$ cat config.mk
export PLATFORM = sky130hd
export DESIGN_NAME = cordic_rotation_core
export DESIGN_NICKNAME = d
export VERILOG_FILES = /design/src/rtl/cordic_pkg.sv /design/src/rtl/cordic_atan_rom.sv /design/src/rtl/cordic_rotation_core.sv
export SDC_FILE = /design/constraint.sdc
export NUM_CORES = 1
export LEC_CHECK = 0
export ABC_CLOCK_PERIOD_IN_PS = 5900
export CORE_MARGIN = 8
export CORE_UTILIZATION = 35
export CTS_BUF_LIST = sky130_fd_sc_hd__clkbuf_16
export DETAILED_ROUTE_END_ITERATION = 6
export GPL_TIMING_DRIVEN = 0
export SLEW_MARGIN = 20
export SYNTH_ARGS = -nofsm -noshare
export SYNTH_HDL_FRONTEND = slang
export SYNTH_SLANG_ARGS = --single-unit
$ cat constraint.sdc
create_clock -name clk -period 5.9 [get_ports clk]
set_input_delay 1.77 -clock clk [delete_from_list [all_inputs] [get_ports clk]]
set_output_delay 1.77 -clock clk [all_outputs]
set_load 0.005 [all_outputs]
$ cat src/rtl/cordic_pkg.sv
// Shared types and constants for the rotation-mode CORDIC core.
// Irrational constants are stored in Q30 and rescaled with round-to-nearest.
package cordic_pkg;

   localparam int DATA_WIDTH_DEF = 16;
   localparam int ANGLE_FRAC_DEF = 11;
   localparam int DATA_FRAC_DEF  = 14;
   localparam int ITERATIONS_DEF = 14;
   localparam int GUARD_DEF      = 3;

   typedef enum logic [1:0] {
      ST_IDLE   = 2'd0,
      ST_ROTATE = 2'd1,
      ST_DONE   = 2'd2
   } state_e;

   localparam longint K_Q30    = 64'sd652032874;   // 0.6072529350
   localparam longint ZMAX_Q30 = 64'sd1871839734;  // 1.7432866 rad

   // atan(2^-i) in Q14 (ANGLE_FRAC + GUARD fractional bits)
   localparam int ATAN_LUT [16] = '{
      12868, 7596, 4014, 2037, 1023, 512, 256, 128,
      64,    32,   16,   8,    4,    2,   1,   0
   };

   function automatic longint q30_scale(input longint v, input int frac);
      return (v + (longint'(1) << (29 - frac))) >>> (30 - frac);
   endfunction

endpackage

$ cat src/rtl/cordic_atan_rom.sv
// Arctangent constant lookup for micro-rotation index idx_i.
module cordic_atan_rom
   import cordic_pkg::*;
#(
   parameter int ITERATIONS = ITERATIONS_DEF,
   parameter int IDX_W      = 4,
   parameter int Z_WIDTH    = 19
) (
   input  logic [IDX_W-1:0]   idx_i,
   output logic [Z_WIDTH-1:0] atan_o
);

   always_comb begin
      atan_o = '0;
      if (32'(idx_i) < ITERATIONS) begin
         atan_o = Z_WIDTH'(ATAN_LUT[idx_i]);
      end
   end

endmodule

$ cat src/rtl/cordic_rotation_core.sv
// Iterative rotation-mode CORDIC: one micro-rotation per cycle, producing
// sin/cos of a pre-reduced angle together with a pass-through tag.
//
// state     | meaning
// ST_IDLE   | waiting for an angle, in_ready high
// ST_ROTATE | micro-rotation i_q in progress
// ST_DONE   | result held until out_ready
module cordic_rotation_core
   import cordic_pkg::*;
#(
   parameter int DATA_WIDTH = DATA_WIDTH_DEF,
   parameter int ANGLE_FRAC = ANGLE_FRAC_DEF,
   parameter int DATA_FRAC  = DATA_FRAC_DEF,
   parameter int ITERATIONS = ITERATIONS_DEF,
   parameter int GUARD      = GUARD_DEF
) (
   input  logic                  clk,
   input  logic                  rst,
   input  logic                  in_valid,
   output logic                  in_ready,
   input  logic [DATA_WIDTH-1:0] angle_in,
   input  logic [DATA_WIDTH-1:0] tag_in,
   output logic                  out_valid,
   input  logic                  out_ready,
   output logic [DATA_WIDTH-1:0] sine_out,
   output logic [DATA_WIDTH-1:0] cosine_out,
   output logic [DATA_WIDTH-1:0] tag_out,
   output logic                  range_err
);

   localparam int XW = DATA_WIDTH + GUARD + 2;
   localparam int ZW = DATA_WIDTH + GUARD;
   localparam int IW = $clog2(ITERATIONS);

   localparam logic signed [XW-1:0]     X_INIT = XW'(q30_scale(K_Q30, DATA_FRAC + GUARD));
   localparam logic signed [DATA_WIDTH:0] ZMAX_V = (DATA_WIDTH+1)'(q30_scale(ZMAX_Q30, ANGLE_FRAC));
   localparam logic [IW-1:0]            I_LAST = IW'(ITERATIONS - 1);
   localparam logic signed [XW-1:0]     RND    = XW'(1 << (GUARD - 1));
   localparam logic signed [XW-1:0]     SAT_HI = XW'(1 << DATA_FRAC);
   localparam logic signed [XW-1:0]     SAT_LO = -SAT_HI;

   state_e                 state_q, state_d;
   logic [IW-1:0]          i_q, i_d;
   logic signed [XW-1:0]   x_q, x_d, y_q, y_d;
   logic signed [ZW-1:0]   z_q, z_d;
   logic [DATA_WIDTH-1:0]  tag_q, tag_d;
   logic                   err_q, err_d;
   logic [DATA_WIDTH-1:0]  sin_q, sin_d, cos_q, cos_d, tag_out_q, tag_out_d;
   logic                   err_out_q, err_out_d;

   logic [ZW-1:0]          atan_val;
   logic signed [XW-1:0]   x_sh, y_sh, x_rot, y_rot;
   logic signed [ZW-1:0]   z_rot;
   logic signed [DATA_WIDTH:0] angle_ext, angle_abs;

   cordic_atan_rom #(
      .ITERATIONS (ITERATIONS),
      .IDX_W      (IW),
      .Z_WIDTH    (ZW)
   ) u_atan_rom (
      .idx_i  (i_q),
      .atan_o (atan_val)
   );

   function automatic logic [DATA_WIDTH-1:0] round_sat(input logic signed [XW-1:0] v);
      logic signed [XW-1:0] r;
      r = (v + RND) >>> GUARD;
      if (r > SAT_HI) begin
         r = SAT_HI;
      end else if (r < SAT_LO) begin
         r = SAT_LO;
      end
      return r[DATA_WIDTH-1:0];
   endfunction

   assign in_ready  = (state_q == ST_IDLE) && !rst;
   assign out_valid = (state_q == ST_DONE);

   // one micro-rotation; direction follows the sign of the residual angle
   always_comb begin
      x_sh  = x_q >>> i_q;
      y_sh  = y_q >>> i_q;
      x_rot = z_q[ZW-1] ? (x_q + y_sh) : (x_q - y_sh);
      y_rot = z_q[ZW-1] ? (y_q - x_sh) : (y_q + x_sh);
      z_rot = z_q[ZW-1] ? (z_q + $signed(atan_val)) : (z_q - $signed(atan_val));
      angle_ext = {angle_in[DATA_WIDTH-1], angle_in};
      angle_abs = angle_ext[DATA_WIDTH] ? -angle_ext : angle_ext;
   end

   always_comb begin
      state_d   = state_q;
      i_d       = i_q;
      x_d       = x_q;
      y_d       = y_q;
      z_d       = z_q;
      tag_d     = tag_q;
      err_d     = err_q;
      sin_d     = sin_q;
      cos_d     = cos_q;
      tag_out_d = tag_out_q;
      err_out_d = err_out_q;
      case (state_q)
         ST_IDLE: begin
            if (in_valid && in_ready) begin
               x_d     = X_INIT;
               y_d     = '0;
               z_d     = {angle_in, {GUARD{1'b0}}};
               tag_d   = tag_in;
               err_d   = (angle_abs > ZMAX_V);
               i_d     = '0;
               state_d = ST_ROTATE;
            end
         end
         ST_ROTATE: begin
            x_d = x_rot;
            y_d = y_rot;
            z_d = z_rot;
            if (i_q == I_LAST) begin
               i_d       = '0;
               sin_d     = round_sat(y_rot);
               cos_d     = round_sat(x_rot);
               tag_out_d = tag_q;
               err_out_d = err_q;
               state_d   = ST_DONE;
            end else begin
               i_d = i_q + 1'b1;
            end
         end
         ST_DONE: begin
            if (out_ready) begin
               state_d = ST_IDLE;
            end
         end
         default: state_d = ST_IDLE;
      endcase
   end

   always_ff @(posedge clk) begin
      if (rst) begin
         state_q   <= ST_IDLE;
         i_q       <= '0;
         x_q       <= '0;
         y_q       <= '0;
         z_q       <= '0;
         tag_q     <= '0;
         err_q     <= 1'b0;
         sin_q     <= '0;
         cos_q     <= '0;
         tag_out_q <= '0;
         err_out_q <= 1'b0;
      end else begin
         state_q   <= state_d;
         i_q       <= i_d;
         x_q       <= x_d;
         y_q       <= y_d;
         z_q       <= z_d;
         tag_q     <= tag_d;
         err_q     <= err_d;
         sin_q     <= sin_d;
         cos_q     <= cos_d;
         tag_out_q <= tag_out_d;
         err_out_q <= err_out_d;
      end
   end

   assign sine_out   = sin_q;
   assign cosine_out = cos_q;
   assign tag_out    = tag_out_q;
   assign range_err  = err_out_q;

endmodule
==> summary.txt, run 1 <==
Detailed routing
  • Pre-antenna DRT Iters: 6
  • Avg WL per Cell: 22.5 µm
  • Starting DRT DRC Count: between 1000 and 1500
  • Via count: approximately 15000
  • Post-DRT Antenna Nets: 0
  • Detail-routed via count per cell: 6.03
  • Drt drc: 0
  • Post-Route WL: 55.5 mm

Cells and area
  • Synth-to-layout area growth: 38.9%
  • Fillers: roughly 3500
  • Non-Filler Instances: 2467
  • Design area: 0.0179 mm²
  • ANT cells: 0
  • Layout cell share with drive strength beyond 1: 25.8%
  • Nets: ~2100

CTS
  • Root Driver: clkbuf_16
  • Hold Buf Count CTS: 0
  • Clk slew on worst S/H paths: 0.07 ns
  • CTS buffer count: 17
  • TritonCTS clock tree: done
  • Max H-tree Level: 4
  • Max Buffers Root-to-Sink: 2
  • Clk Latency, worst-skew pair: 0.43 ns
  • Clock sink count: 133

Timing
  • Tcrit/Tclk final: 106%
  • Unrepaired setup endpoints after global routing: yes
  • Highest clock rate: 159 MHz
  • Slew Limit Fails: 0
  • Slew HR: 40.0%
  • Setup ws final: -0.370 ns
  • Setup Skew: 0.0163 ns
  • Hold Vio Cnt, Final: 0
  • Min Tclk post-route: 6.27 ns
  • Setup violators final: 28
  • Sum of negative setup slack: -6.53 ns
  • Worst-Margin Slew: about 0.9 ns

Run status
  • Status: complete, but fails checks
  • Failing checks: negative setup slack

Yosys
  • Synth Cell Area: roughly 0.013 mm²
  • Post-synthesis mux area share: roughly a tenth
  • Synth area leaders: dfxtp_1 (21%), nand2_1 (7.0%), ha_1 (6.9%)
  • Count of different cell masters after synthesis: between 80 and 90
  • Mapped Cells: 1732
  • Register area share after synthesis: 20.7%
  • Synth Area per Inst: 7.43 µm²
  • YS warnings: 0
  • Adder-Cell Fraction of Synth Area: 7.37%
  • Mapped Nets: 1842
  • Synth Area in Compound Gates: 23.9%
  • Synth Area in XOR/XNOR: 8.69%
  • Largest family of logic cells by synthesized area: simple AND/OR/NAND/NOR gates
  • Post-Synth Simple-Gate Area: 25.1%
  • Commonest cells in the netlist: nand2_1 (241), nor2_1 (167), a21oi_1 (147)
  • Top_reg_cell synth: dfxtp_1
  • Top cell type's share of synthesized area: 20.7%
  • Post-synth EDFFs: 0
  • Count leader, synth: nand2_1
  • #FFs+latches synth: approximately 130
  • Async set-reset flop share out of synthesis: 0%
  • Yosys top cell by area: dfxtp_1

Place
  • HPWL Detailed: 39.6 mm
  • Placed insts: 2286
  • Routability Congestion: between 0.9 and 1
  • I/O Buffers: 86
  • Cell Area, Placed: 0.0144 mm²

Worst setup path
  • Setup slack, reg-to-reg: -0.37 ns
  • Setup crit end kind: flip-flop
  • Crit path kind: reg -> reg
  • Req. time, crit path: around 6.3 ns
  • CP Launch Type: flip-flop
  • Most used cell, CP: buf_4
  • CP max stage cell: mux4_2
  • Arr. time, crit path: 6.63 ns
  • Critical path fanouts, max: 6
  • Critical Path Max Stage Delay: 0.51 ns

Floorplanning
  • Initial Util: 35.3%
  • FP Rows: 70
  • Top Ports: between 80 and 90
  • Die width: 208 µm
  • Die height: 208 µm
  • CORE AREA: 0.0364 mm²
  • Die area: between 0.04 and 0.05 mm²

GRT
  • Global route overflow: 0
  • First-pass GRT wire length: 82.6 mm
  • Initial antenna violation count: 1
  • Vias in the first global route: 14200
  • Pin count of the biggest net entering global routing: 17
  • Global Route Usage Sum: 23.9%

Hold path
  • Worst hold path class: reg -> reg

Run
  • Max-cap violations: 0
## critical path, delay by kind of cell, from the launching register on
kind | cells | cell delay, ns
xor gates and xnor gates | 1 | 0.39
adders and majority gates | 1 | 0.30
DFF | 1 | 0.34
and+or+nand+nor | 7 | 1.93
AOI/OAI and AO/OA | 9 | 1.65
buffers and inverters | 5 | 0.77
muxes | 2 | 0.81
## metrics by stage
stage               utilization, %  setup slack, ns  hold slack, ns
finish                        49.1           -0.370           0.450
global route                  49.1           -0.505           0.474
floorplan                        -         0.000605           0.432
detailed placement            39.6            -1.93           0.445
global placement              39.6            -2.06           0.440
CTS                           46.2           -0.219           0.453
## state kept, by name, summed over array words and instances, names as in the netlist
signal      flops
i_q             4
err_q           1
z_q            19
range_err       1
tag_out        16
state_q         2
x_q            21
tag_q          16
sine_out       16
cosine_out     16
y_q            21
## timing repair
item                                    CTS  global route
gates cloned                              2             0
buffers inserted                        115            51
pin swaps                                85            96
resized for setup                       239           124
endpoints found under the setup margin   51            35
## layout by cell type, fill, tap and decap left out, types with 13 or more instances in the layout
cell type / synthesis / routed
and2_1: 19 / 15
ha_4: 0 / 15
nand3_1: 79 / 68
nand2b_1: 21 / 18
nor3_1: 42 / 28
nand2_1: 241 / 237
xor2_1: 44 / 31
a22oi_1: 17 / 16
and3_1: 24 / 18
o211ai_1: 22 / 22
a31oi_1: 39 / 33
or2_2: 14 / 13
buf_6: 1 / 13
clkdlybuf4s50_1: 0 / 86
a21oi_1: 147 / 126
dfxtp_1: 133 / 131
clkbuf_1: 74 / 50
a211oi_1: 25 / 15
nor2_1: 167 / 154
ha_1: 71 / 47
a21o_1: 20 / 18
mux2_2: 19 / 15
xnor2_1: 81 / 60
o22ai_1: 15 / 13
a32o_1: 15 / 14
xnor2_2: 0 / 14
mux4_2: 23 / 23
nor2b_1: 21 / 15
buf_4: 1 / 158
clkbuf_16: 0 / 17
o21ai_0: 60 / 47
inv_1: 44 / 39
a21oi_2: 0 / 17
mux2i_1: 50 / 43
## logic make-up after synthesis
group / count (synthesis)
xor gates and xnor gates: 126
muxes: 92
and+or+nand+nor: 691
AOI/OAI and AO/OA: 465
buffers and inverters: 151
adders and majority gates: 74
DFF: 133
## area by class of cell
| cell class | instances | area (µm²) | share of cell area (%) |
|---|---|---|---|
| multi-input combinational | 1448 | 11200 | 62.5 |
| timing repair buffer | 251 | 2160 | 12.1 |
| sequential | 133 | 2670 | 14.9 |
| inverter | 44 | 165 | 0.924 |
| tap | 468 | 586 | 3.28 |
| clock inverter | 13 | 135 | 0.756 |
| buffer | 93 | 576 | 3.22 |
| clock buffer | 17 | 425 | 2.38 |
## metal layers
layer  routed length [µm]  GRT usage [%]
met4                 2340           10.8
met1                23500           31.2
met5                   11              0
met2                25600           38.4
met3                 4090           3.83
## worst paths after layout
check                               start             end  depth (start not counted)
worst max register to register     i_q[1]  cosine_out[12]                         25
worst max-delay path               i_q[1]  cosine_out[12]                         25
worst min register to register  tag_q[11]     tag_out[11]                          2
worst min-delay path            tag_q[11]     tag_out[11]                          2
Power of run 1 is not shown: default switching activity piles up to over one toggle a cycle in this logic, so the estimate is an artifact.
==> run 2: changes to the inputs <==
Settings changed: ABC_CLOCK_PERIOD_IN_PS 5900 to default.
==> results of run 2 <==
The final DEF is identical to that of run 1; final timing and power are the same.
Power of run 2 is left out for the same reason.
==> edit: new RTL, flow settings as in run 2 <==
Make the reset (`rst`) asynchronous in one clocked block.
--- a/src/rtl/cordic_rotation_core.sv
+++ b/src/rtl/cordic_rotation_core.sv
@@ -135,7 +135,7 @@
       endcase
    end
 
-   always_ff @(posedge clk) begin
+   always_ff @(posedge clk or posedge rst) begin
       if (rst) begin
          state_q   <= ST_IDLE;
          i_q       <= '0;
Behaviour: same outputs for any inputs over 10 cycles, from zero or initial values and one cycle with rst high; that may be too few to reach the edited logic, so the function may still have changed.
==> edit against run 2 <==
- worst setup slack better by 290 ps
- via count decreased by 8.3%
- sequential cell count unchanged
- routed wire length fell by 11%
- the flow still finishes with violations (setup timing)
- synthesized cell count decreased by 7.0%
- area after synthesis is 3.4% higher
- final area grew 1.2%
Power is not shown: default switching activity piles up to over one toggle a cycle in this logic, so the estimate is an artifact.
==> edit: results (changes against run 2) <==
| Metric | Value |
|---|---|
| Routed wire length | `49600 um (was 55500 um)` |
| DRT iter0 DRCs | `1013 (was 1352)` |
| Maximum number of pins on one net before global-route repair | `77 (was 17)` |
| Synth area leaders | `dfrtp_1 (25%), nand2_1 (7.8%), ha_1 (6.7%) (was dfxtp_1 (21%), nand2_1 (7.0%), ha_1 (6.9%))` |
| Clk_skew | `10.5 ps (was 16.3 ps)` |
| Setup crit start | `i_q[0] (was i_q[1])` |
| CP Data Arrival Time | `6260 ps (was 6630 ps)` |
| Synth cell count leaders | `nand2_1 (276), dfrtp_1 (133), nor2_1 (117) (was nand2_1 (241), nor2_1 (167), a21oi_1 (147))` |
| Hold path start | `tag_q[3] (was tag_q[11])` |
| Post-synth cell types | `105 (was 84)` |
| Tot GR Track Use | `21.3% (was 23.9%)` |
| Setup-failing EPs final | `26 (was 28)` |
| DP Area | `14900 um^2 (was 14400 um^2)` |
| Violated checks | `setup timing (unchanged)` |
| Cells on worst reg2reg path | `27 (was 25)` |
| R2r startpoint | `i_q[0] (was i_q[1])` |
| Ys flop type | `dfrtp_1 (was dfxtp_1)` |
| DRT met1 WL | `21400 um (was 23500 um)` |
| Post-synth ARST share | `100% (was 0%)` |
| Routability cong. | `1.03 (was 0.992)` |
| WL met2 | `23500 um (was 25600 um)` |
| DP Worst Slack | `-1580 ps (was -1930 ps)` |
| Via count of the first global-routing pass | `13300 (was 14200)` |
| Top sig layer | `met4 (was met5)` |
| TritonRoute pass-1 iters | `5 (was 6)` |
| Routed met3 length | `2940 um (was 4090 um)` |
| Final setup margin | `-82.0 ps (was -370 ps)` |
| First-pass GRT wire length | `75000 um (was 82600 um)` |
| CP endpoint | `cosine_out[10] (was cosine_out[12])` |
| Clock buffer depth | `2 (unchanged)` |
| Status | `complete, but fails checks (unchanged)` |
| Least-Margin Pin Slew | `1090 ps (was 894 ps)` |
| Seq/Total Area, Yosys | `25.0% (was 20.7%)` |
| Final nets | `1958 (was 2098)` |
| Syn nets | `1721 (was 1842)` |
| Share of layout cells above drive strength 1 | `26.5% (was 25.8%)` |
| Worst skew pair latency | `450 ps (was 430 ps)` |
| Post-DR vias/cell | `5.75 (was 6.03)` |
[edit: cell type report]
class,count,area [um^2]
Fill cell,3578,19500
Multi-Input combinational cell,1341,10700
Sequential cell,133,3330
Timing Repair Buffer,231,2040
Tap cell,511,639
Buffer,79,558
Clock buffer,17,425
Clock inverter,15,204
Inverter,45,176
[edit: worst max-delay path, cell delays in order, from the launching register on]
cell and delay, ps:
dfrtp_2 470, buf_12 160, buf_12 130, buf_12 120
buf_12 120, mux4_2 430, nand2_2 110, a21oi_4 60
a21oi_4 190, and3_4 220, nor2_1 50, xnor2_1 260
ha_1 280, buf_6 130, buf_6 120, o21a_4 240
a2111oi_4 420, a311oi_4 60, or3b_4 410, nor4b_4 370
buf_4 200, nand3_1 100, xor2_1 210, o2bb2ai_1 160
a21o_1 210, a32oi_4 300, buf_6 210, o31ai_2 70
[edit: routing by layer]
metal | up-vias | global-route usage [%]
li1 | 6338 | -
met1 | 6746 | 27.4
met2 | 460 | 35.3
met3 | 93 | 4.30
met4 | 0 | 7.41
met5 | - | 0
[edit: stage by stage]
step                      instances  hold WS, ps  setup TNS [ps]
after floorplan                1611          439               0
after global placement         2208          445         -267400
after detailed placement       2209          450          -50590
after CTS                      2314          473               0
after global routing           2372          504           -5920
final                          2372          470           -1390
[edit: logic make-up (layout without fill, tap and decap cells)]
family | Yosys count | in the layout | synth area share [%]
xor gates and xnor gates | 126 | 126 | 8.54
DFF | 133 | 133 | 25.0
AOI/OAI and AO/OA | 451 | 451 | 23.5
adders and majority gates | 74 | 74 | 7.12
buffers and inverters | 137 | 387 | 4.53
and+or+nand+nor | 614 | 614 | 21.9
muxes | 76 | 76 | 9.43
[edit: timing repair]
item                       4_1_cts  5_1_grt
resized for setup              161      168
buffers inserted                80       60
pin swaps                       63       91
cloned                           2        2
setup endpoints to repair       45       34
